File: src/rtl/ex_ip_access.sv
// Execute/memory-access stage: fixed-latency data-memory access or req/ack IP access.
// Optional IP handshake watchdog enabled by defining IP_TIMEOUT_EN.
module ex_ip_access #(
  parameter int ADDR_W  = 20,
  parameter int DATA_W  = 32,
  parameter int MEM_LAT = 1,
  parameter int TIMEOUT = 255
) (
  input  logic              clk,
  input  logic              rst,
  input  logic [ADDR_W-1:0] address_in,
  input  logic              datarw_in,
  input  logic              dataena_in,
  input  logic              IP_write_in,
  input  logic              IP_read_in,
  input  logic [DATA_W-1:0] wdata_in,
  output logic              mem_en,
  output logic              mem_rw,
  output logic [ADDR_W-1:0] mem_addr,
  output logic [DATA_W-1:0] mem_wdata,
  input  logic [DATA_W-1:0] mem_rdata,
  output logic              ip_req,
  output logic              ip_we,
  output logic [ADDR_W-1:0] ip_addr,
  output logic [DATA_W-1:0] ip_wdata,
  input  logic              ip_ack,
  input  logic [DATA_W-1:0] ip_rdata,
  output logic              stall,
  output logic [DATA_W-1:0] rdata_out,
  output logic              rdata_valid,
  output logic              ip_err
);

  if (MEM_LAT < 1 || MEM_LAT > 15) begin : g_bad_mem_lat
    $error("ex_ip_access: MEM_LAT must be in 1..15");
  end
  if (TIMEOUT < 1) begin : g_bad_timeout
    $error("ex_ip_access: TIMEOUT must be at least 1");
  end

  typedef enum logic [1:0] {IDLE, MEM, IP_REQ, DONE} state_t;

  state_t     state, state_nxt;
  logic [3:0] lat_cnt;
  logic       ip_strobe;
  logic       any_req;

  assign ip_strobe = IP_write_in | IP_read_in;
  assign any_req   = ip_strobe | dataena_in;

`ifdef IP_TIMEOUT_EN
  localparam int WD_W = ($clog2(TIMEOUT + 1) > 8) ? $clog2(TIMEOUT + 1) : 8;
  logic [WD_W-1:0] wd_cnt;
  logic            timeout_hit;
  assign timeout_hit = (wd_cnt == WD_W'(TIMEOUT - 1));
`endif

  // NOTE: sequential state uses non-blocking assignments so every flop samples pre-edge values.
  always_ff @(posedge clk or posedge rst) begin
    if (rst) state <= IDLE;
    else     state <= state_nxt;
  end

  // NOTE: next state defaults to the current state so no path leaves it unassigned (no latch).
  always_comb begin
    state_nxt = state;
    case (state)
      IDLE: begin
        if (ip_strobe)       state_nxt = IP_REQ;
        else if (dataena_in) state_nxt = MEM;
      end
      MEM:    if (lat_cnt == 4'd0) state_nxt = DONE;
      IP_REQ: begin
        if (ip_ack) state_nxt = DONE;
`ifdef IP_TIMEOUT_EN
        else if (timeout_hit) state_nxt = DONE;
`endif
      end
      DONE:    state_nxt = IDLE;
      default: state_nxt = IDLE;
    endcase
  end

  // Held off in DONE so the ID/EX register advances while the result is presented.
  always_comb begin
    stall = 1'b0;
    if (!rst) begin
      case (state)
        IDLE:    stall = any_req;
        MEM:     stall = 1'b1;
        IP_REQ:  stall = 1'b1;
        default: stall = 1'b0;
      endcase
    end
  end

  always_ff @(posedge clk or posedge rst) begin
    if (rst) begin
      mem_en      <= 1'b0;
      mem_rw      <= 1'b0;
      mem_addr    <= '0;
      mem_wdata   <= '0;
      ip_req      <= 1'b0;
      ip_we       <= 1'b0;
      ip_addr     <= '0;
      ip_wdata    <= '0;
      rdata_out   <= '0;
      rdata_valid <= 1'b0;
      lat_cnt     <= 4'd0;
`ifdef IP_TIMEOUT_EN
      wd_cnt      <= '0;
      ip_err      <= 1'b0;
`endif
    end else begin
      rdata_valid <= 1'b0;
      case (state)
        IDLE: begin
          if (ip_strobe) begin
            ip_req   <= 1'b1;
            ip_we    <= IP_write_in;
            ip_addr  <= address_in;
            ip_wdata <= wdata_in;
`ifdef IP_TIMEOUT_EN
            wd_cnt   <= '0;
`endif
          end else if (dataena_in) begin
            mem_en    <= 1'b1;
            mem_rw    <= datarw_in;
            mem_addr  <= address_in;
            mem_wdata <= wdata_in;
            lat_cnt   <= 4'(MEM_LAT - 1);
          end
        end
        MEM: begin
          if (lat_cnt == 4'd0) begin
            mem_en <= 1'b0;
            if (!mem_rw) begin
              rdata_out   <= mem_rdata;
              rdata_valid <= 1'b1;
            end
          end else begin
            lat_cnt <= lat_cnt - 4'd1;
          end
        end
        IP_REQ: begin
          if (ip_ack) begin
            ip_req <= 1'b0;
            if (!ip_we) begin
              rdata_out   <= ip_rdata;
              rdata_valid <= 1'b1;
            end
`ifdef IP_TIMEOUT_EN
          end else if (timeout_hit) begin
            ip_req <= 1'b0;
            ip_err <= 1'b1;
          end else begin
            wd_cnt <= wd_cnt + 1'b1;
`endif
          end
        end
        default: ;
      endcase
    end
  end

`ifndef IP_TIMEOUT_EN
  assign ip_err = 1'b0;
`endif

endmodule

File: config.mk
export PLATFORM = sky130hd
export DESIGN_NAME = ex_ip_access
export DESIGN_NICKNAME = d
export VERILOG_FILES = /design/src/rtl/ex_ip_access.sv
export SDC_FILE = /design/constraint.sdc
export NUM_CORES = 1
export LEC_CHECK = 0
export BUFFER_PORTS_ARGS = -buffer_cell sky130_fd_sc_hd__buf_2
export CAP_MARGIN = 20
export CORE_MARGIN = 1.5
export CORE_UTILIZATION = 48
export DETAILED_ROUTE_END_ITERATION = 7
export PLACE_DENSITY_LB_ADDON = 0.15
export RECOVER_POWER = 50
export SLEW_MARGIN = 25
export SYNTH_ARGS = -nofsm -noshare
export SYNTH_HDL_FRONTEND = slang
export SYNTH_SLANG_ARGS = --single-unit
File: constraint.sdc
create_clock -name clk -period 4.8 [get_ports clk]
set_clock_uncertainty 0.05 [all_clocks]
set_input_delay 0.24 -clock clk [delete_from_list [all_inputs] [get_ports clk]]
set_output_delay 0.24 -clock clk [all_outputs]
set_load 0.01 [all_outputs]
Word level (Yosys, flattened, before mapping)
Cells that the tools add are included.
- output and inout bits: 143
- register bits: 147
- word-level logic and storage cells: 69
- bits of input ports: 123
- equality and inequality tests: 12
- add/subtract/negate cells: 1
- reductions and logical operators: 13
- bitwise gates (word level): 3
- multiplexer cells: 28
- operator list (kind ; count):
    2-to-1 mux 32 bit ; 4
    case mux 32 bit (2 select lines) ; 1
    inequality test 2 bit (second input constant) ; 8
    2-to-1 mux 4 bit ; 3
    2-to-1 mux 1 bit ; 10
    AND reduction 3 bit ; 3
    2-to-1 mux 2 bit ; 4
    case mux 1 bit (2 select lines) ; 4
    case mux 2 bit (4 select lines) ; 1
    case mux 4 bit (2 select lines) ; 1
    AND reduction 4 bit ; 2
    nonzero test 2 bit ; 3
    AND reduction 5 bit ; 1
    equality test 2 bit (second input constant) ; 2
    logical NOT 4 bit ; 1
    subtractor 4 x 1 -> 4 bit (second input constant) ; 1
    inequality test 3 bit (second input constant) ; 1
    equality test 2 x 1 -> 1 bit (second input constant) ; 1
    logical NOT 2 bit ; 1
    bitwise OR 1 bit ; 2
    AND reduction 2 bit ; 1
    OR reduction 2 bit ; 1
    NOT 1 bit ; 1

Longest topological paths before layout
- depth after elaboration: 4
- mapped depth: 8
- gate-level depth less buffers: 5

Least setup slack after synthesis
No wires, ideal clock.
- path kind: register -> register
- start point: reg lat_cnt[0]
- end point: reg rdata_out[20]
- arrival: 1863 ps
- path buffers: 1
- library setup time: 125 ps
- setup slack: 2763 ps
- required time: 4625 ps
- clock period less this slack: 2037 ps
- cell stages (with the launch flop): 7
- path through: dfrtp_1 > inv_1 > ha_1 > or4b_4 > a22oi_4 > buf_6 > mux2_2
- cells in the longest elaborated chain, start to end: 3
- RTL lines (what ; RTL line ; source):
    start: declaration ; 44 ; logic [3:0] lat_cnt;
    start signal: assignment ; 131 ; lat_cnt <= 4'(MEM_LAT - 1);
    start signal: assignment ; 142 ; lat_cnt <= lat_cnt - 4'd1;
    logical NOT 4 bit ; 135 ; if (lat_cnt == 4'd0) begin
    inequality test 2 bit (no line) ; - ;
    AND reduction 5 bit (no line) ; - ;
    end signal: assignment ; 138 ; rdata_out <= mem_rdata;
    end signal: assignment ; 149 ; rdata_out <= ip_rdata;
    end: declaration ; 29 ; output logic [DATA_W-1:0] rdata_out,
Every way passes these cells.
A chain may end at the register's enable or synchronous reset.

Final worst setup path
- start point: reg state[0]
- end point: reg rdata_out[3]
- cells in the longest elaborated chain, start to end: 3
- elaborated cells on any way between the ends: 9
- classes of those cells: eq/ne (6); mux (1); reduce/logical (2)
- RTL lines (what ; RTL line ; source):
    start: declaration ; 43 ; state_t state, state_nxt;
    start signal: assignment ; 61 ; else state <= state_nxt;
    equality test 2 bit or equality test 2 x 1 -> 1 bit (tied branches) ; 116 ; case (state)
    inequality test 2 bit (no line) or nonzero test 2 bit (tied branches) ; - ;
    AND reduction 5 bit (no line) ; - ;
Several ways; a longest one is shown, not always the timed one.

==> impl_metrics.env <==
export IMPL_final_antenna_net_count=0
export IMPL_dr_first_iter_drc_count=168
export IMPL_drv_cap=0
export IMPL_cts_clk_slew_worst_paths_ns=0.06
export IMPL_final_nets=802
export IMPL_layout_drive_gt1_share=0.4876
export IMPL_num_io_pins=266
export IMPL_relSlewSlack=0.3393
export IMPL_synth_edf_count=0
export IMPL_synth_area_per_cell_um2=15.37
export IMPL_grt_max_degree=95
export IMPL_status="finished, final reports clean"
export IMPL_crit_fanout=34
export IMPL_clock_sinks=147
export IMPL_cp_start_kind="flip-flop"
export IMPL_layout_cells_non_filler=859
export IMPL_fin_util=0.6512
export IMPL_required_ns=5.04
export IMPL_setup_violations=0
export IMPL_slew_violations=0
export IMPL_synth_area_leaders="dfrtp_1 (60%), mux2_2 (31%), ha_1 (1.0%)"
export IMPL_wl_mm=13.58
export IMPL_initial_core_util=0.4898
export IMPL_hpwl_mm=9.822
export IMPL_period_share=0.5604
export IMPL_cts_setup_buffers=0
export IMPL_vias=4257
export IMPL_fill_cells=1056
export IMPL_drc=0
export IMPL_synthFlopType="dfrtp_1"
export IMPL_cts_root_buf="clkbuf_16"
export IMPL_critPathArrivalTime_ns=2.93
export IMPL_fin_area_mm2=0.008152
export IMPL_rows=41
export IMPL_syn_to_final_growth_pct=32.96
export IMPL_dpl_cell_area_mm2=0.007622
export IMPL_overflow=0
export IMPL_wl_per_cell_um=15.81
export IMPL_cts_resized_gates=0
export IMPL_finalCriticalPeriod_ns=2.690
export IMPL_ys_ff_latch=147
export IMPL_ys_warnings_count=0
export IMPL_dr_pass1_iters=4
export IMPL_power_density_mw_per_mm2=714.7
export IMPL_syn_num_nets=527
export IMPL_cpMaxStageDelayCell="a22oi_4"
export IMPL_synth_most_common_cell="mux2_2"
export IMPL_critPathMaxStageDelay_ns=0.80
export IMPL_cts_tree="built"
export IMPL_vdd_drop_max_v=0.0003515
export IMPL_die_y_um=116.0
export IMPL_syn_area_mm2=0.006131
export IMPL_critPathCaptureType="flip-flop"
export IMPL_hp_class="in -> reg"
export IMPL_antenna_cells=0
export IMPL_htree_levels=4
export IMPL_fp_dieW_um=116.0
export IMPL_ff2ff_setup_slack_ns=2.11
export IMPL_crit_type="reg -> reg"
export IMPL_gr_usage_all_layers=0.2051
export IMPL_fmax_ghz=0.3718
export IMPL_antenna_found_initial=0
export IMPL_port_buffers=264
export IMPL_setup_tns_ns=0
export IMPL_synth_common_cells="mux2_2 (169), dfrtp_1 (147), nand2_1 (11)"
export IMPL_synthArstFlopShare=1.000
export IMPL_yosys_area_top_type="dfrtp_1"
export IMPL_grt_pass1_vias=4252
export IMPL_yosysSeqAreaShare=0.6000
export IMPL_path_cells="inv_1 > ha_1 > buf_4 > nand3b_1 > a22oi_4 > mux2_2"
export IMPL_worst_path_dominant_cell_family="compound AO/OA/AOI/OAI gates"
export IMPL_dp_cells=817
export IMPL_grt_pass1_wl_mm=20.84
export IMPL_cts_hold_buffers=10
export IMPL_cts_buffer_depth=2
export IMPL_core_area_mm2=0.01252
export IMPL_worstMarginPinSlew_ns=0.9910
export IMPL_clock_latency_ns=0.41
export IMPL_dieArea_mm2=0.01346
export IMPL_leakage_uw=0.003659
export IMPL_rsz0062_at_grt="false"
export IMPL_synth_top_area_share=0.6000
export IMPL_vias_per_cell=4.956
export IMPL_crit_buf_inv=2
export IMPL_hold_viol_final=0
export IMPL_gp_congestion=0.7504
export IMPL_synth_distinct_cells=38
export IMPL_synthCells=399
export IMPL_cts_buffers_inserted=17
[where the power goes]
| part | internal (uW) | leakage [uW] | total (uW) | switching (uW) |
|---|---|---|---|---|
| clock | 822 | 0.000296 | 1330 | 503 |
| combinational | 1140 | 0.00161 | 2290 | 1150 |
| sequential | 1880 | 0.00175 | 2210 | 336 |
| total | 3840 | 0.00366 | 5830 | 1990 |
[final cells by class]
class                      instances  area (um2)  area share
tap                              172       215.2     0.02640
clock buffer                      21       480.5     0.05894
inverter                           7       31.28    0.003837
multi-input combinational        223        2333      0.2863
sequential                       147        3679      0.4513
clock inverter                    11       125.1     0.01535
timing repair buffer             278        1287      0.1579
[metal layers]
| metal | wire length (um) | up-vias | part of all wire | track usage |
|---|---|---|---|---|
| met3 | 1096 | 18 | 0.081 | 0.07897 |
| met2 | 6991 | 165 | 0.51 | 0.3522 |
| met4 | 240 | 0 | 0.018 | 0.08049 |
| met5 | 0 | - | 0 | 0 |
| met1 | 5248 | 2100 | 0.39 | 0.2309 |
| li1 | - | 1974 | - | - |
[logic make-up (layout without fill, tap and decap cells)]
kind of cell	count (synthesis)	in the layout	share of synthesized area
flip-flops	147	147	0.6000
multiplexers	171	171	0.3139
buffers and inverters	29	317	0.02388
AO/OA/AOI/OAI	16	16	0.02102
AND/OR/NAND/NOR	30	30	0.03041
other	1	1	0.0006117
adder cells (fa/ha/maj)	5	5	0.01020
[flip-flops by register name, summed over array words and instances, names as in the netlist]
name	flops
ip_addr	20
ip_wdata	32
mem_wdata	32
ip_we	1
rdata_valid	1
mem_addr	20
mem_rw	1
rdata_out	32
lat_cnt	4
ip_req	1
mem_en	1
state	2
[metrics by stage]
step	total power, uW	setup slack, ns	hold WS [ns]
6_report	5826	2.110	0.02182
5_1_grt	6206	1.936	0.002370
4_1_cts	6046	2.065	0.00009043
3_5_place_dp	4688	2.076	0.3956
3_3_place_gp	4589	2.145	0.3813
2_1_floorplan	3758	0.5587	0.2954
[layout by cell type, fill, tap and decap left out, drive strengths merged, types with 2 or more instances in the layout]
master       synthesis  layout
a22oi                2       2
a31oi                2       2
buf                 13     127
bufinv               0       2
clkbuf               9     162
clkinv               0       5
clkinvlp             0       2
dfrtp              147     147
dlygate4sd3          0      10
ha                   5       5
inv                  7       9
mux2               170     170
nand2               11      11
nand2b               3       3
nand3b               2       2
nor2b                2       2
nor3b                2       2
o211ai               2       2
o21ai                2       2
or3b                 2       2
[worst paths after layout]
check	start	to	cells after the start
setup / recovery	state[0]	rdata_out[3]	6
hold / removal	wdata_in[24]	mem_wdata[24]	2
setup reg to reg	state[0]	rdata_out[3]	6
hold reg to reg	rdata_out[25]	rdata_out[25]	1
max in group asynchronous	rst	rdata_out[8]	4
min in group asynchronous	rst	ip_we	3
No activity file was read; power rests on OpenSTA's default activity.
